<file path="src/rtl/arb_defs.vh">
// rtl/arb_defs.vh - state codes and default limits for the round-robin arbiter
`ifndef ARB_DEFS_VH
`define ARB_DEFS_VH
localparam logic [1:0] ST_IDLE  = 2'd0;
localparam logic [1:0] ST_GRANT = 2'd1;
localparam logic [1:0] ST_GAP   = 2'd2;
localparam int MAX_HOLD_DEFAULT = 15;
localparam int HOLD_W_DEFAULT   = 4;
`endif

</file>
<file path="src/rtl/rr_arbiter_8_pkg.sv">
// rtl/rr_arbiter_8_pkg.sv - shared state type and round-robin winner search
package rr_arbiter_8_pkg;
  `include "arb_defs.vh"

  typedef enum logic [1:0] {
    S_IDLE  = ST_IDLE,
    S_GRANT = ST_GRANT,
    S_GAP   = ST_GAP
  } state_t;

  // First set request at or after ptr, wrapping 7->0; ptr is returned when req is zero.
  function automatic logic [2:0] rr_pick(input logic [7:0] req, input logic [2:0] ptr);
    logic [2:0] idx;
    logic       found;
    rr_pick = ptr;
    found   = 1'b0;
    for (int i = 0; i < 8; i++) begin
      idx = ptr + 3'(i);
      if (!found && req[idx]) begin
        rr_pick = idx;
        found   = 1'b1;
      end
    end
  endfunction
endpackage

</file>
<file path="src/rtl/decoder_3_8_behav.sv">
// rtl/decoder_3_8_behav.sv - behavioral 3-to-8 one-hot decoder with enable
module decoder_3_8_behav (
  input  logic [2:0] I,
  input  logic       en,
  output logic [7:0] y
);
  always_comb begin
    y = 8'h00;
    if (en) y[I] = 1'b1;
  end
endmodule

</file>
<file path="src/rtl/rr_arbiter_8.sv">
// rtl/rr_arbiter_8.sv - 8-way round-robin arbiter with done/drop/hold-limit release
module rr_arbiter_8
  import rr_arbiter_8_pkg::*;
#(
  parameter int MAX_HOLD = MAX_HOLD_DEFAULT,
  parameter int HOLD_W   = HOLD_W_DEFAULT
) (
  input  logic       clk,
  input  logic       rst,
  input  logic [7:0] req,
  input  logic       done,
  output logic [7:0] gnt,
  output logic [2:0] gnt_idx,
  output logic       busy,
  output logic       timeout
);
  state_t              state_q, state_d;
  logic [2:0]          idx_q, idx_d;
  logic [2:0]          ptr_q, ptr_d;
  logic [HOLD_W-1:0]   hold_q, hold_d;
  logic                tmo_q, tmo_d;
  logic [2:0]          winner;
  logic                limit;
  logic                owner_req;

  assign winner    = rr_pick(req, ptr_q);
  assign limit     = (hold_q == HOLD_W'(MAX_HOLD - 1));
  assign owner_req = req[idx_q];

  always_ff @(posedge clk or posedge rst) begin
    if (rst) begin
      state_q <= S_IDLE;
      idx_q   <= 3'd0;
      ptr_q   <= 3'd0;
      hold_q  <= '0;
      tmo_q   <= 1'b0;
    end else begin
      state_q <= state_d;
      idx_q   <= idx_d;
      ptr_q   <= ptr_d;
      hold_q  <= hold_d;
      tmo_q   <= tmo_d;
    end
  end

  always_comb begin
    state_d = state_q;
    idx_d   = idx_q;
    ptr_d   = ptr_q;
    hold_d  = hold_q;
    tmo_d   = 1'b0;
    case (state_q)
      S_IDLE, S_GAP: begin
        if (|req) begin
          state_d = S_GRANT;
          idx_d   = winner;
          hold_d  = '0;
        end else begin
          state_d = S_IDLE;
        end
      end
      S_GRANT: begin
        hold_d = hold_q + 1'b1;
        if (done || !owner_req || limit) begin
          state_d = S_GAP;
          ptr_d   = idx_q + 3'd1;
          // Only a pure hold-limit release is reported as a timeout.
          tmo_d   = limit && !done && owner_req;
        end
      end
      default: state_d = S_IDLE;
    endcase
  end

  decoder_3_8_behav u_dec (
    .I  (idx_q),
    .en (state_q == S_GRANT),
    .y  (gnt)
  );

  assign gnt_idx = idx_q;
  assign busy    = (state_q == S_GRANT);
  assign timeout = tmo_q;
endmodule

</file>
<file path="config.mk">
export PLATFORM = sky130hd
export DESIGN_NAME = rr_arbiter_8
export DESIGN_NICKNAME = d
export VERILOG_FILES = /design/src/rtl/rr_arbiter_8_pkg.sv /design/src/rtl/decoder_3_8_behav.sv /design/src/rtl/rr_arbiter_8.sv
export VERILOG_INCLUDE_DIRS = /design/src /design/src/rtl
export SDC_FILE = /design/constraint.sdc
export NUM_CORES = 1
export LEC_CHECK = 0
export ABC_AREA = 1
export ABC_CLOCK_PERIOD_IN_PS = 3000
export CORE_UTILIZATION = 55
export CTS_BUF_LIST = sky130_fd_sc_hd__clkbuf_4
export DETAILED_ROUTE_END_ITERATION = 7
export PLACE_DENSITY = 0.82
export SLEW_MARGIN = 5
export SYNTH_ARGS = -nofsm -noshare
export SYNTH_HDL_FRONTEND = slang
export SYNTH_SLANG_ARGS = --single-unit
</file>
<file path="constraint.sdc">
create_clock -name clk -period 3 [get_ports clk]
set_clock_uncertainty 0.15 [all_clocks]
set_input_delay 0.3 -clock clk [delete_from_list [all_inputs] [get_ports clk]]
set_output_delay 0.3 -clock clk [all_outputs]
set_load 0.005 [all_outputs]
</file>
Yosys cells after proc, flatten, opt, wreduce, memory -nomap -nowiden
Index checks and enable logic that the tools add are counted.
{"block": "op_classes", "addsub": 9, "mux": 42, "eq_ne": 5, "order_cmp": 10, "n_reduce_logical": 28}
{"cell": "$lt A3 B4 Y1 const B", "count": 9}
{"cell": "$bmux W1 S3", "count": 9}
{"cell": "$mux W3", "count": 7}
{"cell": "$mux W1", "count": 20}
{"cell": "$add A3 B3 Y3 const B", "count": 4}
{"cell": "$logic_and A1 B1 Y1", "count": 10}
{"cell": "$logic_not A1 Y1", "count": 9}
{"cell": "$mux W8", "count": 1}
{"cell": "$pmux W4 S2", "count": 1}
{"cell": "$reduce_or A8 Y1", "count": 1}
{"cell": "$add A3 B1 Y3 const B", "count": 2}
{"cell": "$add A3 B2 Y3 const B", "count": 2}
{"cell": "$reduce_and A2 Y1", "count": 3}
{"cell": "$add A4 B1 Y4 const B", "count": 1}
{"cell": "$eq A4 B4 Y1 const B", "count": 1}
{"cell": "$mux W4", "count": 1}
{"cell": "$pmux W2 S2", "count": 1}
{"cell": "$demux W1 S3", "count": 1}
{"cell": "$ge A3 B1 Y1 const B", "count": 1}
{"cell": "$eq A2 B1 Y1 const B", "count": 1}
{"cell": "$eq A2 B2 Y1 const B", "count": 1}
{"cell": "$logic_not A2 Y1", "count": 1}
{"cell": "$logic_or A1 B1 Y1", "count": 2}
{"cell": "$mux W2", "count": 1}
{"cell": "4 further kinds", "count": 4}
{"block": "totals", "input_bits": 11, "register_bits": 13, "out_inout_bits": 13}

Depth between registers and ports, before layout
{"block": "depth", "ltp_word": 24, "mapped_depth": 20, "depth_no_buf": 19}

By module
A second synthesis with hierarchy kept.
{"block": "unflattened", "hier_cells": 226, "hier_area_um2": 1407.6}
{"module": "rr_arbiter_8", "cells_each": 209, "area_per_inst_um2": 1343.8, "n_inst": 1, "seq_area_each_um2": 325.3}
{"module": "decoder_3_8_behav", "cells_each": 17, "area_per_inst_um2": 63.8, "n_inst": 1, "seq_area_each_um2": 0.0}

Worst setup path before layout
No wires, ideal clock.
{"block": "synth_timing", "path_type": "reg2reg", "from": "reg ptr_q[1]", "to": "reg idx_q[2] (netlist: gnt_idx[2])", "stages_incl_launch_ff": 20, "required_ns": 2.734, "arrival_time_ns": 2.067, "path_buffers": 1, "slack_ns": 0.667, "cell_sequence": "dfrtp_1 buf_6 inv_2 ha_1 inv_2 nand3_1 nand2_1 nand2_1 nand2_1 nand2_2 nor2_8 nand2_4 nor2_8 nand2_2 o21ai_1 inv_1 nand2_1 nand2_1 nand2_1 nand2_1"}
{"block": "synth_via", "elab_chain_cells": 24, "word_cells_on_any_way": 51, "cone_classes": "add/sub: 7; mux: 30; reduce/logical: 14"}
{"element": "start, declared", "line": "rr_arbiter_8.sv:19", "rtl": "logic [2:0] ptr_q, ptr_d;"}
{"element": "start signal, assigned", "line": "rr_arbiter_8.sv:40", "rtl": "ptr_q <= ptr_d;"}
{"element": "branches (longest 23 deep; another with $add A3 B1 Y3)"}
{"element": "$mux W3 *", "line": "rr_arbiter_8_pkg.sv:19", "rtl": "if (!found && req[idx]) begin"}
{"element": "end signal, assigned", "line": "rr_arbiter_8.sv:39", "rtl": "idx_q <= idx_d;"}
{"element": "end, declared", "line": "rr_arbiter_8.sv:18", "rtl": "logic [2:0] idx_q, idx_d;"}
Every way passes the cells marked *. The select of a mux whose other input is x is not followed.
A chain may end at the register's enable or synchronous reset.

Worst setup path after layout
{"block": "layout_timing", "from": "reg ptr_q[0]", "to": "reg idx_q[2] (netlist: gnt_idx[2])"}
Same word-level chain as after synthesis.

==> impl_metrics.ini <==
[status]
run_status = complete, no violations

[synthesis]
synth-seq-cells = 13
yosysUniqueCellTypes = 29
syn_avg_cell_area_um2 = 6.32
synth_largest_area_cell = dfrtp_1
synth_edf_count = 0
yosysWarnings = 0
syn_nets = 240
synthFlopType = dfrtp_1
netlist_area_um2 = 1420
seq_area_frac_synth = 0.230
synthTopCellsByArea = dfrtp_1 23%, nand2_1 17%, nand3_1 13%
async_reset_ff_frac = 1.00
postSynthCellCount = 224
yosysTopAreaCellShare = 0.230

[global_route]
grt.overflow.total = 0
grt_start_max_net_pins = 14
grtUsageTotal = 0.260
grt_pass1_wl_mm = 5.33
antenna_found_initial = 0
grt_pass1_vias = 1233

[setup_path]
critPathMaxStageDelay_ps = 500
cpMaxStageDelayCell = dfrtp_2
worstPathMaxFanout = 12
crit_buf_inv = 3
setup.worst_path.class = reg -> reg
required_ps = 3020
cp-end-kind = flip-flop
cp_common_cell = nand2_1
start_kind = flip-flop
critPathTopFamily = simple AND/OR/NAND/NOR gates
critPathArrivalTime_ps = 2670
cp_cell_sequence = inv_2, ha_1, inv_2, nand3_1, nand2_1, nand2_1, nand2_1, nand2_2, nor2_8, nand2_4, nor2_8, nand3_2, o21ai_1, inv_1, nand2_1, nand2_1, nand2_1, nand2_1

[drt]
drt_drc_violations_left = 0
num_vias = 1465
vias_per_cell = 5.29
routed_wl_mm = 3.36
drt_iter0_markers = 41
drt-pass1-iter-count = 4
wl_per_cell_um = 12.1
antenna_left = 0

[clocking]
cts_hold_buf = 0
max-clock-path-buffers = 2
clk_latency_ps = 270
cts_buffers = 3
htree_levels = 1
clock-root-buffer = clkbuf_4
cts_tree = done
numClockSinks = 13
clkSlewWorstSetupHoldPaths_ps = 90
cts_setup_buffers = 0
cts_resized = 0

[placement]
numPortBuffers = 23
dpl-instance-area_um2 = 1650
dp_hpwl_mm = 2.76
gp_congestion = 0.924

[pwr]
peakVddDrop_v = 0.000726
power.density_nw_per_um2 = 1290
total_power_uw = 2170
p_leak_uw = 0.000847

[sta]
finalSetupViolCount = 0
setup_tns_ps = 0
worstMarginPinSlew_ps = 578
hold_ws_ps = 187
slew_headroom = 0.614
period_needed_ps = 2660
hold_viol_final = 0
slew_violations = 0
rsz0062_at_grt = no
period_share = 0.885
fmax_mhz = 377

[die]
core_area_um2 = 2450
rows = 18
start_util = 0.577
dieArea_um2 = 2780
num_io_pins = 24
die_y_um = 52.7
die_x_um = 52.7

[final_layout]
drive_gt1_frac = 0.105
antenna_cells = 0
final_common_cell = nand2_1
areaGrowthSynthToFinish_pct = 18.5
final_util = 0.683
fin_nets = 264
final_cell_mix = 66 x nand2_1, 36 x nand3_1, 25 x nor2_1
finish.instance_area_um2 = 1680

[min_path]
hp-class = in -> async

[flow_run]
maxCapViolCount = 0
-- Yosys cell counts (all sizes together) (2+ instances only) --
| master | count |
|---|---|
| nor4 | 2 |
| a21oi | 5 |
| buf | 4 |
| inv | 22 |
| nand2 | 75 |
| nor2 | 27 |
| dfrtp | 13 |
| o21ai | 17 |
| xnor2 | 5 |
| nand3 | 38 |
| xor2 | 2 |
| ha | 5 |
-- worst paths after layout --
check | from | to | slack [ps] | cells past startpoint
setup / recovery | ptr_q[0] | gnt_idx[2] | 340 | 18
hold / removal | rst | ptr_q[1] | 190 | 2
setup reg to reg | ptr_q[0] | gnt_idx[2] | 340 | 18
hold reg to reg | hold_q[3] | timeout | 430 | 2
max in group asynchronous | rst | ptr_q[0] | 2140 | 2
min in group clk | hold_q[3] | timeout | 430 | 2
-- final cells by class --
class                      count  area (µm²)
clock buffer                   3        22.5
clock inverter                 1        5.00
fill                         230         777
inverter                      23        86.3
multi-input combinational    183         962
sequential                    13         327
tap                           30        37.5
timing repair buffer          24         238
-- through the flow --
| step | setup WS, ps | instances |
|---|---|---|
| 2_1_floorplan | 667 | 224 |
| 3_3_place_gp | 263 | 273 |
| 3_5_place_dp | 234 | 273 |
| 4_1_cts | 216 | 277 |
| 5_1_grt | 94.8 | 277 |
| 6_report | 345 | 277 |
-- per-layer routing --
metal / GRT usage / share of wire
met1: 0.359 / 0.47
met2: 0.435 / 0.47
met3: 0.0261 / 0.051
met4: 0.0526 / 0.0042
met5: 0 / 0
-- power breakdown --
group,switching [µW],internal [µW]
registers,122,249
logic,1080,610
clock network,61.2,49.3
-- sequential cells by signal, summed over array words and instances (netlist names) --
name / flops
gnt_idx: 3
ptr_q: 3
state_q: 2
timeout: 1
hold_q: 4
-- cells by family after synthesis --
logic type / synth area share
adder cells (fa/ha/maj): 0.0442
AND/OR/NAND/NOR: 0.471
AO/OA/AOI/OAI: 0.105
XOR/XNOR: 0.0592
buffers and inverters: 0.0910
flip-flops: 0.230
Note: power is estimated with default switching activity, not from simulation.
==> patch 1, RTL diff (config.mk and constraints unchanged) <==
Change the constant `HOLD_W_DEFAULT` from 4 to 3.
--- a/src/rtl/arb_defs.vh
+++ b/src/rtl/arb_defs.vh
@@ -7,3 +7,3 @@
 localparam int MAX_HOLD_DEFAULT = 15;
-localparam int HOLD_W_DEFAULT   = 4;
+localparam int HOLD_W_DEFAULT   = 3;
 `endif
Check against the original RTL: not equivalent (a bounded check fails within 10 cycles, from zero or initial values and one cycle with rst high).
==> patch 1 against the original RTL <==
  * Count of clock-buffer cells in the layout unchanged
  * Total power up 0.91%
  * Design area down 2.5%
  * Area after synthesis down 5.2%
  * Fmax up 0.73%
  * Wire length down 0.30%
  * Worst setup slack better by 19 ps
  * Sequential cell count down 1
==> patch 1: results (changes against the original RTL) <==
- Largest net degree at the start of global routing: 13 (was 14)
- Vias in the first global route: 1406 (was 1233)
- Via count: 1502 (was 1465)
- Total GRT Usage: 28.5% (was 26.0%)
- Outcome: finished clean (unchanged)
- Met1 usage: 32.5% (was 35.9%)
- Post-Syn Nets: 233 (was 240)
- Synth Area in XOR/XNOR: 5.13% (was 5.92%)
- Synth Area in Compound Gates: 9.69% (was 10.5%)
- Slew margin rel.: 67.0% (was 61.4%)
- Mux cell area share after synthesis: 0% (unchanged)
- Pre-CTS WS: 203 ps (was 234 ps)
- Post-synthesis adder-cell area fraction: 4.66% (was 4.42%)
- Nets: 262 (was 264)
- Crit Path Max Fanout: 10 (was 12)
- CP arrival: 2660 ps (was 2670 ps)
- Seq/Total Area, Yosys: 22.4% (was 23.0%)
- GRT met2 Usage: 54.3% (was 43.5%)
- Leading post-synthesis cells by cell area: dfrtp_1 22%, nand2_1 18%, nand3_1 14%, nor2_1 6.7%, inv_1 5.9% (was dfrtp_1 23%, nand2_1 17%, nand3_1 13%, nor2_1 6.6%, inv_1 4.8%)
- Worst R2R Path Depth: 18 (unchanged)
- Gate Count Post-Synth: 217 (was 224)
- Fill cell count: 201 (was 230)
- Global placement routability congestion: 0.887 (was 0.924)
- Crit path largest cell delay: 410 ps (was 500 ps)
- R2R Setup Slk: 360 ps (was 340 ps)
- Global-route wire length before repair: 5710 um (was 5330 um)
- DR iter-0 viols: 27 (was 41)
- Reg2Reg Capture Point: gnt_idx[1] (was gnt_idx[2])
- Layout cells sized above 1: 9.39% (was 10.5%)
- Synth cell count leaders: 65 x nand2_1, 37 x nand3_1, 24 x nor2_1 (was 66 x nand2_1, 36 x nand3_1, 25 x nor2_1)
- WL/cell: 12.3 um (was 12.1 um)
- Met3 usage: 3.27% (was 2.61%)
- P_leak: 0.823 nW (was 0.847 nW)
==> patch 1: cell types whose count changed in the layout (fill, tap and decap cells not counted), sizes merged, moves of 2 or more <==
cell and change:
buf +3, inv +2, nand2 -3, nand4 +2, o21ai -2
==> patch 1: layer usage <==
metal	share of wire, %	routed length [um]
met2	50	1690
met5	0	0
met3	3.8	129
met1	44	1480
met4	1.6	55
==> patch 1: worst max-delay path by stage <==
| stage | from | endpoint | slack [ps] | cells after the start |
|---|---|---|---|---|
| 5_1_grt | ptr_q[0] | gnt_idx[2] | 130 | 18 |
| 3_5_place_dp | ptr_q[0] | gnt_idx[2] | 200 | 18 |
| 2_1_floorplan | ptr_q[1] | gnt_idx[2] | 610 | 19 |
| 4_1_cts | ptr_q[0] | gnt_idx[2] | 190 | 18 |
| 6_report | ptr_q[0] | gnt_idx[1] | 360 | 18 |
| 3_3_place_gp | ptr_q[0] | gnt_idx[1] | 290 | 18 |
==> patch 1: timing repair <==
action | CTS | global route
endpoints found under the setup margin | 0 | 3
resized for setup | 0 | 1
setup buffers | 0 | 1
==> patch 1: logic make-up (layout without fill, tap and decap cells) <==
logic type,after synthesis,after routing
xor+xnor,7,7
buf+inv,28,56
flops,12,12
simple gates,141,141
compound gates,24,24
fa+ha+maj,5,5
==> patch 1: cell type report <==
cell class	instances	area share, %
sequential	12	18.4
multi-input combinational	177	56.0
inverter	25	5.89
timing repair buffer	27	15.9
tap	28	2.14
clock buffer	3	1.38
clock inverter	1	0.230
==> patch 1: worst reg2reg max path: stages, from the launching register on <==
cell     delay, ps
dfrtp_2        410
inv_2          140
ha_1           330
inv_1          200
nand3_1        170
nand2_1         90
nand2_1         70
nand2_2        100
nand2_4         70
nor2_8         130
nand2_4         60
nor2_4         140
nand2_2        100
o21ai_1        120
inv_1           50
nand2_1         60
nand2_1         50
nand2_1         60
nand2_1         50
==> patch 1: through the flow <==
step | total power, mW | instance area, um2
after floorplan | 1.64 | 1340
after detailed placement | 2.05 | 1600
after global routing | 2.43 | 1640
final | 2.19 | 1640
after CTS | 2.15 | 1630
after global placement | 2.00 | 1600
==> patch 1: where the power goes <==
| part | switching (mW) | total [mW] | internal [mW] |
|---|---|---|---|
| clock network | 0.0537 | 0.102 | 0.0483 |
| registers | 0.0969 | 0.334 | 0.237 |
| logic | 1.11 | 1.75 | 0.639 |
==> patch 2, RTL diff (same flow settings) <==
Without the edit above. Take the reset off `hold_q` and load it in a clocked block of its own.
--- a/src/rtl/rr_arbiter_8.sv
+++ b/src/rtl/rr_arbiter_8.sv
@@ -34,3 +34,2 @@
       ptr_q   <= 3'd0;
-      hold_q  <= '0;
       tmo_q   <= 1'b0;
@@ -40,5 +39,8 @@
       ptr_q   <= ptr_d;
-      hold_q  <= hold_d;
       tmo_q   <= tmo_d;
     end
+  end
+
+  always_ff @(posedge clk) begin
+    hold_q <= hold_d;
   end
Behaviour: same outputs for any inputs over 10 cycles, from zero or initial values and one cycle with rst high; that may be too few to reach the edited logic, so the function may still have changed.
==> patch 2 against the original RTL <==
  * Non-clock buffer count up 2
  * Worst setup slack worse by 18 ps
  * Design area fell by 0.82%
  * Critical path type unchanged
  * Synthesized cell count shrank 1.8%
  * Wire length is 4.3% higher
  * Sequential cell count unchanged
  * First-iteration DRC count rose by 85%
  * Total power increased by 2.5%
  * Area after synthesis is 2.9% lower
==> patch 2: results (changes against the original RTL) <==
- Largest net degree at the start of global routing: 13 (was 14)
- Leading post-synthesis cells by cell area: nand2_1 19%, dfrtp_1 16%, nand3_1 14%, edfxtp_1 8.7%, nor2_1 6.6% (was dfrtp_1 23%, nand2_1 17%, nand3_1 13%, nor2_1 6.6%, inv_1 4.8%)
- Worst-path clk slew: 80 ps
- R2r startpoint: ptr_q[0] (unchanged)
- Worst vdd ir: 0.833 mV (was 0.726 mV)
- Outcome: finished clean (unchanged)
- Global placement routability congestion: 0.924 (about the same)
- Post-synth EDFFs: 4 (was 0)
- Worst R2R Path Depth: 18 (unchanged)
- Via count: 1508 (was 1465)
- DP HPWL: 2820 um (was 2760 um)
- Layout cells sized above 1: 10.9% (was 10.5%)
- DP Cell Count: 271 (was 273)
- Crit Path Max Fanout: 12 (unchanged)
- Most used DFF post-synth: dfrtp_1 (unchanged)
- Ys async rst share: 69.2% (was 100%)
- R2R Setup Slk: 330 ps (was 340 ps)
- Fin crit period: 2670 ps (was 2660 ps)
- # diodes: 0 (unchanged)
- Post-Syn Nets: 236 (was 240)
- Warning count from the yosys run: 0 (unchanged)
- Number of buffers created by CTS: 3 (unchanged)
- Number of flip-flops in the largest register: 4 (unchanged)
- Total GRT Usage: 28.7% (was 26.0%)
- Hold Buf Count CTS: 0 (unchanged)
- Finished Layout Cells: 275 (was 277)
- P_leak: 0.816 nW (was 0.847 nW)
- Clock Latency Late Sink: 270 ps (about the same)
- Gate Count Post-Synth: 220 (was 224)
- Vias in the first global route: 1399 (was 1233)
- Htree depth: 1 (unchanged)
- Fill cell count: 182 (was 230)
- Hold slack: 137 ps (was 187 ps)
- Maximum root-to-sink buffer count: 2 (unchanged)
- Pre-CTS WS: 264 ps (was 234 ps)
- DR iter-0 viols: 76 (was 41)
- Seq/Total Area, Yosys: 25.1% (was 23.0%)
- Synth cell count leaders: 71 x nand2_1, 39 x nand3_1, 24 x nor2_1 (was 66 x nand2_1, 36 x nand3_1, 25 x nor2_1)
- Post-cts resize count: 0 (unchanged)
- Slew @ Worst Pin: 515 ps (was 578 ps)
- Reg2Reg Capture Point: gnt_idx[1] (was gnt_idx[2])
- Synth cell types: 30 (was 29)
- Global-route wire length before repair: 5730 um (was 5330 um)
- Routed wire length: 3510 um (was 3360 um)
patch 2: power breakdown:
part	internal [mW]	total, mW	switching, mW
Sequential	0.284	0.390	0.106
Combinational	0.628	1.72	1.09
Clock	0.0604	0.111	0.0502
patch 2: per-stage QoR:
stage	total power [mW]	instance area, um2
after detailed placement	2.08	1630
final	2.22	1660
after global routing	2.48	1660
after global placement	2.03	1630
after floorplan	1.68	1380
after CTS	2.21	1660
patch 2: cells by family after synthesis:
group                      after synthesis  synth area share, %
adders and majority gates                5                 4.55
and+or+nand+nor                        145                 46.0
buffers and inverters                   29                 9.28
DFF                                     13                 25.1
xor gates and xnor gates                 8                 6.73
AOI/OAI and AO/OA                       20                 8.28
patch 2: worst max-delay path, cell delays in order, from the launching register on:
cell and delay, ps:
dfrtp_2 480, inv_2 120, ha_1 420, inv_2 140, nand3_1 100, nand2_1 100, nand2_1 70, nand2_1 120
nand2_2 80, nor2_4 130, nand2_2 70, nor2_2 110, nand3_2 110, o21ai_1 130, inv_2 40, nand2_1 50
nand2_1 50, nand2_1 50, nand2_1 50
patch 2: worst max-delay path by stage:
| stage | startpoint | to | cells after the start |
|---|---|---|---|
| final | ptr_q[0] | gnt_idx[1] | 18 |
| after global routing | ptr_q[0] | gnt_idx[1] | 16 |
| after CTS | ptr_q[0] | gnt_idx[1] | 18 |
| after detailed placement | ptr_q[0] | gnt_idx[1] | 18 |
| after global placement | ptr_q[0] | gnt_idx[1] | 16 |
| after floorplan | ptr_q[1] | gnt_idx[1] | 17 |
patch 2: routing by layer:
| layer | track usage [%] | up-vias | routed length (um) |
|---|---|---|---|
| li1 | - | 767 | - |
| met1 | 31.4 | 669 | 1450 |
| met2 | 52.6 | 55 | 1760 |
| met3 | 5.26 | 17 | 177 |
| met4 | 13.5 | 0 | 119 |
| met5 | 0 | - | 0 |
patch 2: cell type report:
cell class | count | area [um2] | area share, %
Multi-Input combinational cell | 178 | 902 | 54.2
Inverter | 26 | 97.6 | 5.86
Tap cell | 28 | 35.0 | 2.11
Sequential cell | 13 | 347 | 20.8
Timing Repair Buffer | 26 | 253 | 15.2
Clock buffer | 4 | 30.0 | 1.80
